### config.mk
export PLATFORM = sky130hd
export DESIGN_NAME = frame_loader
export DESIGN_NICKNAME = d
export VERILOG_FILES = /design/src/rtl/frame_loader.sv
export SDC_FILE = /design/constraint.sdc
export NUM_CORES = 1
export LEC_CHECK = 0
export ABC_CLOCK_PERIOD_IN_PS = 2400
export CELL_PAD_IN_SITES_DETAIL_PLACEMENT = 0
export CELL_PAD_IN_SITES_GLOBAL_PLACEMENT = 1
export CORE_MARGIN = 2
export CORE_UTILIZATION = 40
export DETAILED_ROUTE_END_ITERATION = 16
export GPL_TIMING_DRIVEN = 0
export PLACE_DENSITY_LB_ADDON = 0.1
export SLEW_MARGIN = 20
export SYNTH_ARGS = -nofsm -noshare
export SYNTH_HDL_FRONTEND = slang
export SYNTH_SLANG_ARGS = --single-unit
### constraint.sdc
create_clock -name clk -period 2.4 [get_ports clk]
set_input_delay 0.48 -clock clk [delete_from_list [all_inputs] [get_ports clk]]
set_output_delay 0.48 -clock clk [all_outputs]
set_load 0.01 [all_outputs]
### src/rtl/frame_loader.sv
// Receive-side framing stage: hunts for a sync byte, converts IMG_SIZE*IMG_SIZE
// pixel bytes to signed fixed point for IFMAP, then verifies a trailing checksum.
module frame_loader #(
   parameter int         DATA_WIDTH   = 16,
   parameter int         FRAC_BITS    = 7,
   parameter int         IMG_SIZE     = 28,
   parameter logic [7:0] SYNC_BYTE    = 8'hA5,
   parameter int         TIMEOUT_CLKS = 100000,
   localparam int        AW           = $clog2(IMG_SIZE*IMG_SIZE)
) (
   input  logic                  clk,
   input  logic                  reset,
   input  logic                  rx_dv,
   input  logic [7:0]            rx_byte,
   input  logic                  hold,
   output logic                  wr_en,
   output logic [AW-1:0]         wr_addr,
   output logic [DATA_WIDTH-1:0] wr_data,
   output logic                  frame_loaded,
   output logic                  frame_error,
   output logic [1:0]            err_code,
   output logic                  busy
);

   localparam int NPIX = IMG_SIZE * IMG_SIZE;
   localparam int GW   = $clog2(TIMEOUT_CLKS + 1);

   localparam logic [AW-1:0] LAST_PIX = AW'(NPIX - 1);
   localparam logic [GW-1:0] GAP_MAX  = GW'(TIMEOUT_CLKS - 1);

   localparam logic [1:0] S_IDLE    = 2'd0;
   localparam logic [1:0] S_PAYLOAD = 2'd1;
   localparam logic [1:0] S_CHECK   = 2'd2;

   localparam logic [1:0] ERR_TIMEOUT  = 2'b01;
   localparam logic [1:0] ERR_CHECKSUM = 2'b10;

   logic [1:0]            state;
   logic [AW-1:0]         pix_cnt;
   logic [7:0]            sum;
   logic [GW-1:0]         gap_cnt;
   logic                  gap_expired;
   logic [DATA_WIDTH-1:0] lut [256];

   // Rounded unsigned-to-fixed conversion, fully resolved at elaboration.
   for (genvar k = 0; k < 256; k++) begin : g_lut
      localparam int VAL = (k * (2 ** FRAC_BITS) + 127) / 255;
      assign lut[k] = DATA_WIDTH'(VAL);
   end

   assign gap_expired = (gap_cnt == GAP_MAX);
   assign busy        = (state != S_IDLE);

   // A byte arriving on the expiry cycle takes priority over the timeout.
   always_ff @(posedge clk or posedge reset) begin
      if (reset) begin
         state        <= S_IDLE;
         pix_cnt      <= '0;
         sum          <= '0;
         gap_cnt      <= '0;
         wr_en        <= 1'b0;
         wr_addr      <= '0;
         wr_data      <= '0;
         frame_loaded <= 1'b0;
         frame_error  <= 1'b0;
         err_code     <= 2'b00;
      end else begin
         wr_en        <= 1'b0;
         frame_loaded <= 1'b0;
         frame_error  <= 1'b0;
         case (state)
            S_IDLE: begin
               gap_cnt <= '0;
               if (rx_dv && rx_byte == SYNC_BYTE && !hold) begin
                  state   <= S_PAYLOAD;
                  pix_cnt <= '0;
                  sum     <= '0;
               end
            end
            S_PAYLOAD: begin
               if (rx_dv) begin
                  wr_en   <= 1'b1;
                  wr_addr <= pix_cnt;
                  wr_data <= lut[rx_byte];
                  sum     <= sum + rx_byte;
                  gap_cnt <= '0;
                  if (pix_cnt == LAST_PIX) begin
                     pix_cnt <= '0;
                     state   <= S_CHECK;
                  end else begin
                     pix_cnt <= pix_cnt + 1'b1;
                  end
               end else if (gap_expired) begin
                  frame_error <= 1'b1;
                  err_code    <= ERR_TIMEOUT;
                  gap_cnt     <= '0;
                  state       <= S_IDLE;
               end else begin
                  gap_cnt <= gap_cnt + 1'b1;
               end
            end
            S_CHECK: begin
               if (rx_dv) begin
                  if (rx_byte == sum) begin
                     frame_loaded <= 1'b1;
                  end else begin
                     frame_error <= 1'b1;
                     err_code    <= ERR_CHECKSUM;
                  end
                  gap_cnt <= '0;
                  state   <= S_IDLE;
               end else if (gap_expired) begin
                  frame_error <= 1'b1;
                  err_code    <= ERR_TIMEOUT;
                  gap_cnt     <= '0;
                  state       <= S_IDLE;
               end else begin
                  gap_cnt <= gap_cnt + 1'b1;
               end
            end
            default: begin
               state   <= S_IDLE;
               gap_cnt <= '0;
            end
         endcase
      end
   end

endmodule
==> Word-level counts from Yosys, hierarchy flattened <==
Memory sizes are Yosys's and may differ from the RTL's. A register that Yosys moved wholly into a read port is not among the register bits.
Cells that the tools add are included.
{ "totals": {"ff_bits": 52, "romBits": 4096, "in_bits": 12, "out_inout_bits": 32, "memories": 1} }
{ "op_classes": {"add_sub_neg": 3, "eq_ne": 11, "mux": 31, "n_bitwise": 1, "reduce_logical": 12} }
{ "mem_list": {"columns": ["name", "words", "width", "rd", "rd_ports_with_merged_regs", "write_ports", "line_no", "rtl"], "rows": [
  ["(name not given)", 256, 16, 1, 1, 0, "84", "wr_data <= lut[rx_byte];"]
]} }
{ "op_table": {"columns": ["op", "n"], "rows": [
  ["$mux W17", 3],
  ["$mux W10", 3],
  ["$pmux W10 S2", 1],
  ["$mux W2", 9],
  ["$add A17 B1 Y17 const B", 1],
  ["$eq A17 B17 Y1 const B", 1],
  ["$mux W8", 2],
  ["$pmux W8 S2", 1],
  ["$add A10 B1 Y10 const B", 1],
  ["$eq A10 B10 Y1 const B", 1],
  ["$mux W1", 9],
  ["$not A8 Y9", 1],
  ["$add A8 B8 Y8", 1],
  ["$eq A8 B8 Y1", 1],
  ["$eq A8 B8 Y1 const B", 1],
  ["$ne A2 B2 Y1 const B", 3],
  ["$ne A3 B3 Y1 const B", 2],
  ["$pmux W2 S3", 1],
  ["$reduce_and A3 Y1", 2],
  ["$reduce_bool A2 Y1", 3],
  ["$pmux W2 S2", 1],
  ["$reduce_and A2 Y1", 2],
  ["$eq A2 B1 Y1 const B", 1],
  ["$eq A2 B2 Y1 const B", 1],
  ["5 further kinds", 6]
]} }

==> Logic depth before layout (Yosys ltp) <==
Gate-level depths: netlist of run 1.
{ "logic_depth": {"depth_word": 5, "depth_mapped": 8, "mapped_depth_nobuf": 7} }

==> Worst setup path after synthesis of run 1 <==
Ideal clock, no wire load.
{ "synth_path": {"kind": "reg-to-reg", "startpoint": "register gap_cnt[0]", "endpoint": "register gap_cnt[9]", "arrival_ps": 1917, "required_ps": 2328, "setup_slack_ps": 412, "path_stages_with_launch": 9, "path_buffers": 2, "path_cell_list": "dfrtp_1 > ha_1 > and4_1 > and2_1 > and4_1 > or3b_1 > buf_2 > buf_2 > nor2_1"} }
{ "synth_between": {"elab_chain_len": 4, "elab_cells_between_ends": 5} }
{ "synth_lines": {"columns": ["element", "line_no", "rtl"], "rows": [
  ["start, declared", "41", "logic [GW-1:0] gap_cnt;"],
  ["start signal, assigned", "99", "gap_cnt <= gap_cnt + 1'b1;"],
  ["start signal, assigned", "118", "gap_cnt <= gap_cnt + 1'b1;"],
  ["$add A17 B1 Y17 or $eq A17 B17 Y1 (tied branches)", "99, 118, 51", null],
  ["$mux W17 (*)", "93, 112", null],
  ["$mux W17 (*)", "81", "if (rx_dv) begin"],
  ["$mux W17 (*)", null, null]
]} }
Mark *: on every way between the ends. The rest lies on a longest branch, timed or not.
A chain may end at the register's enable or synchronous reset.

==> Worst setup path in the final report of run 1 <==
{ "layout_path": {"startpoint": "input port rx_byte[3]", "endpoint": "register pix_cnt[7]"} }
{ "layout_between": {"elab_chain_len": 5} }
{ "layout_lines": {"columns": ["element", "line_no", "rtl"], "rows": [
  ["start, declared", "14", "input logic [7:0] rx_byte,"],
  ["$eq A8 B8 Y1", "74", "if (rx_dv && rx_byte == SYNC_BYTE && !hold) begin"],
  ["$logic_and A1 B1 Y1 (2 in a row)", "74", null],
  ["$ne A2 B2 Y1 (no source line)", null, null],
  ["$reduce_and A3 Y1 (no source line)", null, null],
  ["end signal, assigned", "91", "pix_cnt <= pix_cnt + 1'b1;"],
  ["end, declared", "39", "logic [AW-1:0] pix_cnt;"]
]} }
No other way between the ends.

==> run metrics, run 1 <==
status completed; min Tclk post-route 2.28 ns; fillers 756; Critical Path Source Type input port; gr usage total 0.174; Setup crit end kind flop; synth warn 0; Post-CTS Setup Inserts 0; Pleak 1.81 nW; Fmax achieved 0.438 GHz; Setup WS post-layout 0.116 ns; dpl ws -0.376 ns; port bufs 33; Arr. time, crit path 2.54 ns; clock sink total 60; Non-Filler Instances 494; post-DP HPWL 5070 µm; Power per Cell Area 984 mW/mm²; CTS root buffer clkbuf_8; cells on worst reg2reg path 8; HP Class in -> async; most common cell after layout, fill and taps aside dfrtp_1; worst skew pair latency 0.33 ns; dpl cells 478; vias in the first global route 2,491; die width 94.1 µm; sequential power share 0.345; Slew @ Worst Pin 0.511 ns; EDFF count, synth 0; Syn Inst Count 335; Layout area overhead 23.6%; die area 0.00885 mm²; MaxCap Viol Count 0; Seq/Total Area, Yosys 0.463; Hold-fix buffers, CTS 0; initial drt markers 108; drt via density 5.08; #FFs+latches synth 60; Final Power 3.95 mW; clock buffer count from CTS 9; max-slew violations 0; RSZ-0062 raised after global routing false; Post-synth ARST share 1.00; Max rail drop VDD 0.000475 V; antenna viol nets, final 0; Core Area 0.00781 mm²; critical setup path kind in -> reg; initial antenna violation count 0; routed length per instance 14.3 µm; clk_skew 0.00775 ns; switching share of power 0.359; fin util 0.514; Power Internal 2.53 mW; total grt overflow 0; Distinct cells, synth 50; gpl congestion 0.800; Comb pwr share 0.401; clock transition at the registers of the reported paths 0.06 ns; Worst slew margin 0.658; htree depth 3; Detailed Routing Iterations Pass 1 4; share of total power in the clock network 0.254; DRC 0; Setup Viol. Count Final 0; layout cells sized above 1 0.122; CTS tree yes; antenna cells 0; WP data required 2.65 ns; Final Hold Viols 0; Initial Utilization 0.416; WHS 0.424 ns; DR vias 2,511; Total Wirelength 7070 µm; critical path fanouts, max 8; Switch Pwr 1.42 mW; Nets 416; Final period util 0.952; largest net degree at the start of global routing 47; synthesized area 0.00325 mm²; first-pass GRT wire length 12,000 µm; commonest non-fill, non-tap cells in the layout dfrtp_1 (60), nand2_1 (34), clkdlybuf4s50_1 (31); Post-synth top flop dfrtp_1; Die Y 94.1 µm; row count 32; Syn Area/Cell 9.69 µm²; clock buffer depth 2; Top Ports 44
-- layout make-up --
cell class,instances,area [µm²],share of cell area
sequential,60,1500,0.374
tap,102,128,0.0318
timing repair buffer,34,363,0.0905
multi-input combinational,252,1650,0.410
buffer,16,103,0.0256
clock buffer,11,141,0.0352
clock inverter,5,75.1,0.0187
inverter,14,55.1,0.0137
-- critical path: stages --
cell             delay (ns)
clkdlybuf4s50_1        0.54
and4bb_2               0.36
a31oi_2                0.15
a211o_2                0.41
or4_1                  0.51
o21ai_0                0.08
-- power by group through the flow --
stage / clock network [mW] / registers, mW / logic (mW)
2_1_floorplan: 0 / 1.40 / 0.957
4_1_cts: 1.03 / 1.36 / 1.57
5_1_grt: 1.08 / 1.40 / 1.78
3_3_place_gp: 0 / 1.38 / 1.53
3_5_place_dp: 0 / 1.38 / 1.55
6_report: 1.00 / 1.36 / 1.58
-- path summary, 6_finish.rpt --
check | start | to | slack (ns)
max reg2reg | gap_cnt[0] | gap_cnt[13] | 0.15
max in group asynchronous | reset | wr_data[0] | 1.50
max | rx_byte[3] | pix_cnt[7] | 0.12
min reg2reg | wr_data[3] | wr_data[3] | 0.48
min in group clk | wr_data[3] | wr_data[3] | 0.48
min | reset | pix_cnt[0] | 0.42
-- flip-flops by register name (all words and copies together), names as in the netlist --
register,cells
wr_data,8
frame_loaded,1
frame_error,1
wr_addr,10
gap_cnt,17
wr_en,1
err_code,2
sum,8
state,2
pix_cnt,10
-- per-layer routing --
metal	up-vias	global-route usage	wire length, µm
li1	1276	-	-
met4	0	0.0580	80
met1	1186	0.250	3660
met3	9	0.0321	211
met2	40	0.264	3120
met5	-	0	0
-- synth_stat cells, drive strengths merged, types with 2 or more instances --
library cell,count,area [µm²]
dfrtp,60,1500
nand2,34,128
o21ai,30,150
nor2,29,109
ha,16,200
buf,14,90.1
inv,14,52.6
nand3,13,65.1
a21oi,12,60.1
xor2,10,87.6
xnor2,9,78.8
and3,8,50.1
mux2,8,90.1
nor3,8,40.0
a22o,7,61.3
o31ai,6,45.0
and2,4,25.0
nand4,4,25.0
a21o,3,22.5
a31oi,3,18.8
and4,3,26.3
nand2b,3,18.8
nor2b,3,18.8
a211o,2,17.5
a211oi,2,15.0
clkbuf,2,7.51
mux2i,2,20.0
nand3b,2,15.0
nor3b,2,15.0
nor4,2,12.5
nor4b,2,17.5
or3,2,12.5
-- timing repair --
| item | in CTS | in global routing |
|---|---|---|
| setup endpoints to repair | 5 | 18 |
| resized for setup | 2 | 7 |
| hold endpoints to repair | 0 | 0 |
-- stage by stage --
| stage | area (µm²) | TNS, ns |
|---|---|---|
| 6_report | 4010 | 0 |
| 5_1_grt | 4010 | 0 |
| 4_1_cts | 3980 | 0 |
| 3_5_place_dp | 3760 | -6.28 |
| 3_3_place_gp | 3730 | -53.37 |
| 2_1_floorplan | 3270 | 0 |
-- logic make-up after synthesis --
kind of cell	share of synthesized area
AO/OA/AOI/OAI	0.148
XOR/XNOR	0.0513
adder cells (fa/ha/maj)	0.0678
buffers and inverters	0.0463
flip-flops	0.463
multiplexers	0.0339
other	0.00116
AND/OR/NAND/NOR	0.189
Power figures use the tool's default switching activity.
==> run 2: changes to the inputs <==
--- a/config.mk
+++ b/config.mk
@@ -6,6 +6,7 @@
 export NUM_CORES = 1
 export LEC_CHECK = 0
 export ABC_CLOCK_PERIOD_IN_PS = 2400
+export CAP_MARGIN = 20
 export CELL_PAD_IN_SITES_DETAIL_PLACEMENT = 0
 export CELL_PAD_IN_SITES_GLOBAL_PLACEMENT = 1
 export CORE_MARGIN = 2
==> results of run 2 <==
Same layout as run 1: the final DEF is identical, and so are final timing and power.
